## src/rtl/vid_colour_bbox_tracker.sv

```systemverilog
// ---------------------------------------------------------------------------
// vid_colour_bbox_tracker
// Sits behind the clocked-video output on the pixel clock. It passes the video
// through with one cycle of latency and, for every frame, finds the bounding
// box and pixel count of pixels inside an RGB threshold window. It hands one
// result per frame to the host over a valid/ready handshake.
//
// Ports
//   clk, reset_n                    pixel clock, synchronous active-low reset
//   vid_data/datavalid/h_sync/v_sync  incoming RGB888 video and timing
//   thr_r_min/thr_g_max/thr_b_max    match: R>=r_min, G<=g_max, B<=b_max
//   out_data/datavalid/h_sync/v_sync  video to the VGA DAC, 1 clk behind input
//   res_valid/res_ready              result handshake
//   res_found/res_x_*/res_y_*/res_count  per-frame result
//   res_overrun                      sticky: an unconsumed result was replaced
//
// Build option: define BBOX_OVERLAY_EN to draw the border of the last
// reported box in white on the outgoing video.
// ---------------------------------------------------------------------------
module vid_colour_bbox_tracker #(
    parameter int unsigned H_ACTIVE = 640,
    parameter int unsigned V_ACTIVE = 480,
    parameter int unsigned MIN_PIX  = 64,
    parameter int unsigned CW       = 20
) (
    input  logic                        clk,
    input  logic                        reset_n,
    input  logic [23:0]                 vid_data,
    input  logic                        vid_datavalid,
    input  logic                        vid_h_sync,
    input  logic                        vid_v_sync,
    input  logic [7:0]                  thr_r_min,
    input  logic [7:0]                  thr_g_max,
    input  logic [7:0]                  thr_b_max,
    output logic [23:0]                 out_data,
    output logic                        out_datavalid,
    output logic                        out_h_sync,
    output logic                        out_v_sync,
    output logic                        res_valid,
    input  logic                        res_ready,
    output logic                        res_found,
    output logic [$clog2(H_ACTIVE)-1:0] res_x_min,
    output logic [$clog2(H_ACTIVE)-1:0] res_x_max,
    output logic [$clog2(V_ACTIVE)-1:0] res_y_min,
    output logic [$clog2(V_ACTIVE)-1:0] res_y_max,
    output logic [CW-1:0]               res_count,
    output logic                        res_overrun
);

    localparam int unsigned XW = $clog2(H_ACTIVE);
    localparam int unsigned YW = $clog2(V_ACTIVE);
    localparam logic [XW-1:0] X_LAST  = XW'(H_ACTIVE - 1);
    localparam logic [YW-1:0] Y_LAST  = YW'(V_ACTIVE - 1);
    localparam logic [CW-1:0] CNT_MAX = '1;

    logic [XW-1:0] r_x;
    logic [YW-1:0] r_y;
    logic          r_armed;
    logic          r_dv_d;
    logic          r_vs_d;
    logic [XW-1:0] r_xmin, r_xmax;
    logic [YW-1:0] r_ymin, r_ymax;
    logic [CW-1:0] r_cnt;

    logic w_match;
    logic w_frame_end;
    logic w_line_end;
    logic w_xfer;
    logic w_found;
    logic w_any;

    // Threshold test on the live pixel; thresholds are used as they are now.
    assign w_match     = vid_datavalid
                       && (vid_data[23:16] >= thr_r_min)
                       && (vid_data[15:8]  <= thr_g_max)
                       && (vid_data[7:0]   <= thr_b_max);
    assign w_frame_end = vid_v_sync & ~r_vs_d;
    assign w_line_end  = ~vid_datavalid & r_dv_d;
    assign w_xfer      = res_valid & res_ready;
    assign w_found     = (r_cnt >= CW'(MIN_PIX));
    assign w_any       = (r_cnt != '0);

`ifdef BBOX_OVERLAY_EN
    logic w_on_col;
    logic w_on_row;
    logic w_border;

    // Border of the last reported box, in the current pixel's coordinates.
    assign w_on_col = ((r_x == res_x_min) || (r_x == res_x_max))
                      && (r_y >= res_y_min) && (r_y <= res_y_max);
    assign w_on_row = ((r_y == res_y_min) || (r_y == res_y_max))
                      && (r_x >= res_x_min) && (r_x <= res_x_max);
    assign w_border = res_found && vid_datavalid && (w_on_col || w_on_row);
`endif

    always_ff @(posedge clk) begin
        if (!reset_n) begin
            out_data      <= '0;
            out_datavalid <= 1'b0;
            out_h_sync    <= 1'b0;
            out_v_sync    <= 1'b0;
            res_valid     <= 1'b0;
            res_found     <= 1'b0;
            res_x_min     <= '0;
            res_x_max     <= '0;
            res_y_min     <= '0;
            res_y_max     <= '0;
            res_count     <= '0;
            res_overrun   <= 1'b0;
            r_x           <= '0;
            r_y           <= '0;
            r_armed       <= 1'b0;
            r_dv_d        <= 1'b0;
            r_vs_d        <= 1'b0;
            r_xmin        <= '1;
            r_xmax        <= '0;
            r_ymin        <= '1;
            r_ymax        <= '0;
            r_cnt         <= '0;
        end else begin
            // Video pass-through, one register stage.
`ifdef BBOX_OVERLAY_EN
            out_data      <= w_border ? 24'hFFFFFF : vid_data;
`else
            out_data      <= vid_data;
`endif
            out_datavalid <= vid_datavalid;
            out_h_sync    <= vid_h_sync;
            out_v_sync    <= vid_v_sync;
            r_dv_d        <= vid_datavalid;
            r_vs_d        <= vid_v_sync;

            // A consumed result drops; a load below takes precedence.
            if (w_xfer) begin
                res_valid <= 1'b0;
            end

            if (w_frame_end) begin
                // Frame end wins over any line end in the same cycle.
                r_x    <= '0;
                r_y    <= '0;
                r_xmin <= '1;
                r_xmax <= '0;
                r_ymin <= '1;
                r_ymax <= '0;
                r_cnt  <= '0;
                if (r_armed) begin
                    res_valid <= 1'b1;
                    res_found <= w_found;
                    res_count <= r_cnt;
                    res_x_min <= w_any ? r_xmin : '0;
                    res_x_max <= w_any ? r_xmax : '0;
                    res_y_min <= w_any ? r_ymin : '0;
                    res_y_max <= w_any ? r_ymax : '0;
                    if (res_valid && !res_ready) begin
                        res_overrun <= 1'b1;
                    end
                end else begin
                    // First (partial) frame after reset is discarded.
                    r_armed <= 1'b1;
                end
            end else begin
                if (vid_datavalid) begin
                    if (r_x != X_LAST) begin
                        r_x <= r_x + XW'(1);
                    end
                end else if (w_line_end) begin
                    r_x <= '0;
                    if (r_y != Y_LAST) begin
                        r_y <= r_y + YW'(1);
                    end
                end

                if (w_match) begin
                    if (r_x < r_xmin) r_xmin <= r_x;
                    if (r_x > r_xmax) r_xmax <= r_x;
                    if (r_y < r_ymin) r_ymin <= r_y;
                    if (r_y > r_ymax) r_ymax <= r_y;
                    if (r_cnt != CNT_MAX) r_cnt <= r_cnt + CW'(1);
                end
            end
        end
    end

endmodule

```

## config.mk

```make
export PLATFORM = sky130hd
export DESIGN_NAME = vid_colour_bbox_tracker
export DESIGN_NICKNAME = d
export VERILOG_FILES = /design/src/rtl/vid_colour_bbox_tracker.sv
export SDC_FILE = /design/constraint.sdc
export NUM_CORES = 1
export LEC_CHECK = 0
export CAP_MARGIN = 5
export CORE_MARGIN = 4
export CORE_UTILIZATION = 59
export CTS_BUF_LIST = sky130_fd_sc_hd__clkbuf_8
export CTS_CLUSTER_SIZE = 30
export DETAILED_ROUTE_END_ITERATION = 7
export PLACE_DENSITY = 0.89
export SYNTH_ARGS = -nofsm -noshare
export SYNTH_HDL_FRONTEND = slang
export SYNTH_SLANG_ARGS = --single-unit
```

## constraint.sdc

```tcl
create_clock -name clk -period 4.5 [get_ports clk]
set_input_delay 0.9 -clock clk [delete_from_list [all_inputs] [get_ports clk]]
set_output_delay 0.9 -clock clk [all_outputs]
set_load 0.01 [all_outputs]
```

==> results of run 1 <==
area by class of cell:
cell class | count | area [µm²] | area share (%)
Clock buffer | 22 | 303 | 3.11
Timing Repair Buffer | 150 | 1470 | 15.2
Inverter | 71 | 267 | 2.74
Multi-Input combinational cell | 593 | 3990 | 41.1
Sequential cell | 166 | 3320 | 34.2
Clock inverter | 10 | 150 | 1.54
Tap cell | 172 | 215 | 2.21
state kept, by name (all words and copies together) (netlist names), 9 cells and up:
name / cells
res_x_max: 10
r_ymax: 9
r_y: 9
res_y_max: 9
r_ymin: 9
res_x_min: 10
r_xmin: 10
out_data: 24
res_count: 20
r_x: 10
res_y_min: 9
r_cnt: 20
r_xmax: 10
cells by family after synthesis:
logic type | share of synthesized area (%)
muxes | 0.129
DFF | 42.9
AOI/OAI and AO/OA | 19.3
and+or+nand+nor | 19.8
xor gates and xnor gates | 1.70
buffers and inverters | 5.88
adders and majority gates | 10.3
metal layers:
layer / up-vias / part of all wire [%] / global-route usage (%)
li1: 3310 / - / -
met4: 0 / 2.9 / 10.6
met2: 249 / 49 / 45.3
met1: 3251 / 43 / 33.3
met5: - / 0 / 0
met3: 52 / 5.4 / 5.35
Yosys cell counts, drive strengths merged, types with 11 or more instances:
cell | count | share of area [%]
dfxtp | 166 | 43
nand2 | 86 | 4.2
inv | 71 | 3.4
ha | 64 | 10
a21oi | 55 | 3.6
nor2b | 42 | 3.4
o21ai | 40 | 2.6
a22oi | 38 | 3.7
nand3 | 35 | 2.3
nor2 | 35 | 1.7
clkbuf | 29 | 1.4
and2 | 28 | 2.3
a21boi | 22 | 2.1
o211ai | 19 | 2.1
nand4 | 16 | 1.3
buf | 13 | 1.0
or3 | 13 | 1.1
xor2 | 11 | 1.2
cell usage in the layout (no fill, tap or decap), types with 35 or more instances in the layout:
cell and instances:
nor2b_1 42, a22oi_1 38, inv_1 73, a21oi_1 54, nand2_1 85, dfxtp_1 166, clkdlybuf4s50_1 140, o21ai_0 38
nor2_1 35, nand3_1 35, ha_1 64
worst max-delay path: stages:
cell and delay (ns):
clkdlybuf4s50_1 0.46, inv_1 0.04, ha_1 0.30, and4b_1 0.22, a211oi_2 0.21, o221a_2 0.26
o32a_2 0.20, o211ai_4 0.25, or4_1 0.55, a21oi_1 0.17
final timing paths:
path,slack (ns),endpoint,cells past startpoint
setup / recovery,1.32,r_cnt[15],10
hold / removal,0.47,res_count[15],2
setup reg to reg,1.66,r_ymax[0],8
hold reg to reg,0.47,res_count[15],2
power by group:
part,switching [mW],internal [mW]
Combinational,0.143,0.131
Sequential,0.0115,1.49
Clock,0.522,0.672
Total,0.677,2.29
==> summary.txt, run 1 <==
outcome = finished clean
Wirelength per Cell = 16.4 µm
Initial DRC Count = 544
DRT Pass-1 Iters = 5
Clock transition at path regs = 0.08 ns
GRT Residual Overflow = 0
post-CTS setup buffers = 0
DIE HEIGHT = 123 µm
RSZ-0062 raised after global routing = false
Post-Route WL = 19400 µm
Final Util = 76.4%
drt drc = 0
Hold WS = 0.469 ns
Mapped Cells = 872
Nets = 1117
crit path kind = input pin to flop
hold_buf cts = 0
Main synth FF type = dfxtp_1
Worst Path Max Fanout = 33
DR vias = 6862
total number of H-tree levels = 4
Syn Nets = 990
worst clock skew = 0.0106 ns
Worst Path Arrival = 3.55 ns
FFs w/ async S/R, synth = 0%
Hold Startpoint = res_count[15]
Slew HR = 30.9%
VDD IR max = 0.000194 V
IO Pins = 142
Netlist Area Pre-Place = 7750 µm²
Post-synth EDFFs = 0
# fillers = 921
yosys warns = 0
placed instance count = 1152
number of routed nets with antenna violations = 0
fin worst setup slack = 1.32 ns
fmax = 314 MHz
Root Buffer = clkbuf_8
P&R area growth vs syn = 25.5%
dpl cell area = 9270 µm²
vias in the first global route = 6680
core area = 12700 µm²
Starting Density = 60.9%
Sinks on Clock Net = 166
Worst Setup End Kind = flop
TritonCTS clock tree = yes
Max Cap Viol = 0
Final Instance Area = 9730 µm²
Post-CTS Resized = 0
Port Buffers = 141
chip width = 123 µm
mean post-synth cell area = 8.88 µm²
r2r startpoint = r_y[3]
worst skew pair latency = 0.46 ns
post-place setup slack = 0.907 ns
setup TNS = 0 ns
fin cells = 1184
initial antenna violation count = 0
Critical Path Start = thr_b_max[2]
std cell rows = 41
final setup fails = 0
total die area = 15000 µm²
fin crit share = 70.8%
Power, Total = 2.97 mW
total clock buffers created by CTS = 17
RD Place Congestion = 0.930
PD cells = 306 nW/µm²
layout cells sized above 1 = 5.93%
sequential share of the synthesized area = 42.9%
Final min period = 3.18 ns
Max Slew Vio Count = 0
Lkg Pwr = 3.76 nW
pin count of the biggest net entering global routing = 62
first-pass GRT wire length = 32100 µm
Req. time, crit path = 4.87 ns
nature of the critical path startpoint = input pin
ANT cells = 0
slew of the pin with the lowest slew margin = 1.03 ns
HPWL Detailed = 13700 µm
Min-Delay Path Class = flop to flop
total global-route track usage = 26.7%
#FFs+latches synth = 166
Final Hold Fails = 0
CTS Buffer Depth = 2
synth unique cells = 60
Vias/cell = 5.80
No activity file was read; power rests on OpenSTA's default activity.
==> inputs of run 2 (changes only) <==
--- a/config.mk
+++ b/config.mk
@@ -7,11 +7,11 @@
 export LEC_CHECK = 0
 export CAP_MARGIN = 5
 export CORE_MARGIN = 4
-export CORE_UTILIZATION = 59
+export CORE_UTILIZATION = 54
 export CTS_BUF_LIST = sky130_fd_sc_hd__clkbuf_8
 export CTS_CLUSTER_SIZE = 30
 export DETAILED_ROUTE_END_ITERATION = 7
-export PLACE_DENSITY = 0.89
+export PLACE_DENSITY = 0.82
 export SYNTH_ARGS = -nofsm -noshare
 export SYNTH_HDL_FRONTEND = slang
 export SYNTH_SLANG_ARGS = --single-unit
==> constraint.sdc (replaced) <==
create_clock -name clk -period 3.02 [get_ports clk]
set_input_delay 0.604 -clock clk [delete_from_list [all_inputs] [get_ports clk]]
set_output_delay 0.604 -clock clk [all_outputs]
set_load 0.01 [all_outputs]
==> run 2 against run 1 <==
Compared with the run above: cell count increased by 2.3%; largest power group unchanged; power increased by 54%; sequential share of layout area decreased by 0.82 points; worst setup slack got worse by 1.1 ns; largest cell class unchanged.
==> summary.txt, run 2 (synthesized netlist as in run 1, its figures left out) <==
PD cells = 460 nW/µm² (+51%)
total global-route track usage = 25.0% (-1.6 points)
Final Instance Area = 9960 µm² (+2.5%)
Req. time, crit path = 3.40 ns (-1.47 ns)
pin count of the biggest net entering global routing = 91 (+47%)
Lkg Pwr = 3.88 nW (+3.2%)
Root Buffer = clkbuf_8
Max Cap Viol = 0 (unchanged)
worst clock skew = 0.00785 ns (-0.00275 ns)
most common cell after layout, fill and taps aside = dfxtp_1
Min-Delay Path Class = flop to flop
Starting Density = 55.4% (-5.5 points)
fin worst setup slack = 0.196 ns (-1.12 ns)
GRT Residual Overflow = 0 (unchanged)
Clock transition at path regs = 0.08 ns (about the same)
post-CTS setup buffers = 0 (unchanged)
TritonCTS clock tree = yes
total number of H-tree levels = 4 (unchanged)
P&R area growth vs syn = 28.6%
Worst Path Max Fanout = 33 (unchanged)
hold path cells = 2 (unchanged)
crit path kind = input pin to flop
placed instance count = 1179 (+2.3%)
Final Hold Fails = 0 (unchanged)
Sinks on Clock Net = 166 (unchanged)
Critical Path Start = vid_data[16]
std cell rows = 43 (+4.9%)
Post-Route WL = 19700 µm (+1.7%)
ANT cells = 0 (unchanged)
slew of the pin with the lowest slew margin = 1.05 ns (+0.0203 ns)
max FFs per register = 24 (unchanged)
Max Slew Vio Count = 0 (unchanged)
Worst Setup EP = r_cnt[18]
IO Pins = 142 (unchanged)
r2r startpoint = r_ymax[3]
total die area = 16300 µm² (+8.6%)
fmax = 354 MHz
final setup fails = 0 (unchanged)
Port Buffers = 141 (unchanged)
core area = 14000 µm² (+10%)
vias in the first global route = 6752 (+1.1%)
largest reg by FF count = out_data
drt drc = 0 (unchanged)
DR vias = 6779 (-1.2%)
CTS Buffer Depth = 2 (unchanged)
Initial DRC Count = 525 (-3.5%)
VDD IR max = 0.000408 V (+110%)
DRT Pass-1 Iters = 5 (unchanged)
Hold Startpoint = res_count[1]
RD Place Congestion = 0.942 (+1.3%)
outcome = finished clean
fin crit share = 93.5%
Wirelength per Cell = 16.3 µm (-0.60%)
Vias/cell = 5.60 (-3.4%)
worst skew pair latency = 0.46 ns (about the same)
first-pass GRT wire length = 33200 µm (+3.3%)
initial antenna violation count = 0 (unchanged)
hold_buf cts = 0 (unchanged)
FF-to-FF setup slack = 0.34 ns (-1.32 ns)
Hold WS = 0.469 ns (-0.000490 ns)
nature of the critical path startpoint = input pin
total clock buffers created by CTS = 17 (unchanged)
setup TNS = 0 ns (unchanged)
Nets = 1136 (+1.7%)
Post-CTS Resized = 0 (unchanged)
fin cells = 1211 (+2.3%)
dpl cell area = 9480 µm² (+2.2%)
DIE HEIGHT = 128 µm (+4.2%)
HPWL Detailed = 13900 µm (+1.4%)
chip width = 128 µm (+4.2%)
RSZ-0062 raised after global routing = false
Worst Path Arrival = 3.21 ns (-0.34 ns)
post-place setup slack = -0.359 ns (-1.27 ns)
Regs by FF count = out_data x24, r_cnt x20, res_count x20
Slew HR = 29.5% (-1.4 points)
number of routed nets with antenna violations = 0 (unchanged)
worst r2r path cells = 9 (+1)
commonest non-fill, non-tap cells in the layout = dfxtp_1 (166), clkdlybuf4s50_1 (140), nand2_1 (85), inv_1 (71), ha_1 (64)
Worst Setup End Kind = flop
Worst R2R End = r_ymax[8]
Final min period = 2.82 ns
layout cells sized above 1 = 7.86% (+1.9 points)
[run 2: changes by cell type in the layout (fill, tap and decap cells not counted), sizes merged]
cell,before,now
clkbuf,22,17
buf,10,29
clkinv,3,6
clkinvlp,1,0
inv,73,74
bufinv,4,6
[run 2: through the flow]
stage / util, % / total power [mW]
after global placement: 67.7 / 2.71
after CTS: 71.2 / 4.61
after global routing: 71.2 / 4.76
after floorplan: - / 2.51
final: 71.2 / 4.58
after detailed placement: 67.7 / 2.72
[run 2: critical path: stages]
cell	delay, ns
clkdlybuf4s50_1	0.47
inv_1	0.05
ha_1	0.28
nand2b_4	0.14
a2111oi_2	0.37
nor3_1	0.13
o32a_2	0.46
o211ai_4	0.30
o21ai_0	0.23
a21oi_1	0.16
[run 2: routing by layer]
metal  part of all wire (%)  global-route usage (%)  wire, µm  up-vias
met2                     49                    41.4      9610      162
met1                     45                    32.5      8910     3235
met4                    2.0                    8.74       404        0
li1                       -                       -         -     3346
met5                      0                       0         0        -
met3                    4.0                    5.25       788       36
[run 2: worst min-delay path by stage]
stage / to / slack, ns
after floorplan: r_armed / 0.46
after CTS: res_count[1] / 0.47
after global placement: res_overrun / 0.45
after detailed placement: res_overrun / 0.46
after global routing: res_count[11] / 0.49
final: res_count[1] / 0.47
[run 2: cell type report]
class / instances / area, µm²
fillers: 1070 / 4020
multi-input cells: 593 / 4000
clock buffers: 17 / 234
clock inverters: 15 / 248
repair buffers: 169 / 1670
flip-flops and latches: 166 / 3320
well taps: 180 / 225
inverters: 71 / 267
[run 2: where the power goes]
group	internal [mW]	total [mW]	switching, mW	leakage [nW]
sequential	2.22	2.24	0.0171	1.35
combinational	0.216	0.433	0.217	2.29
clock	1.07	1.91	0.839	0.245
total	3.51	4.58	1.07	3.88
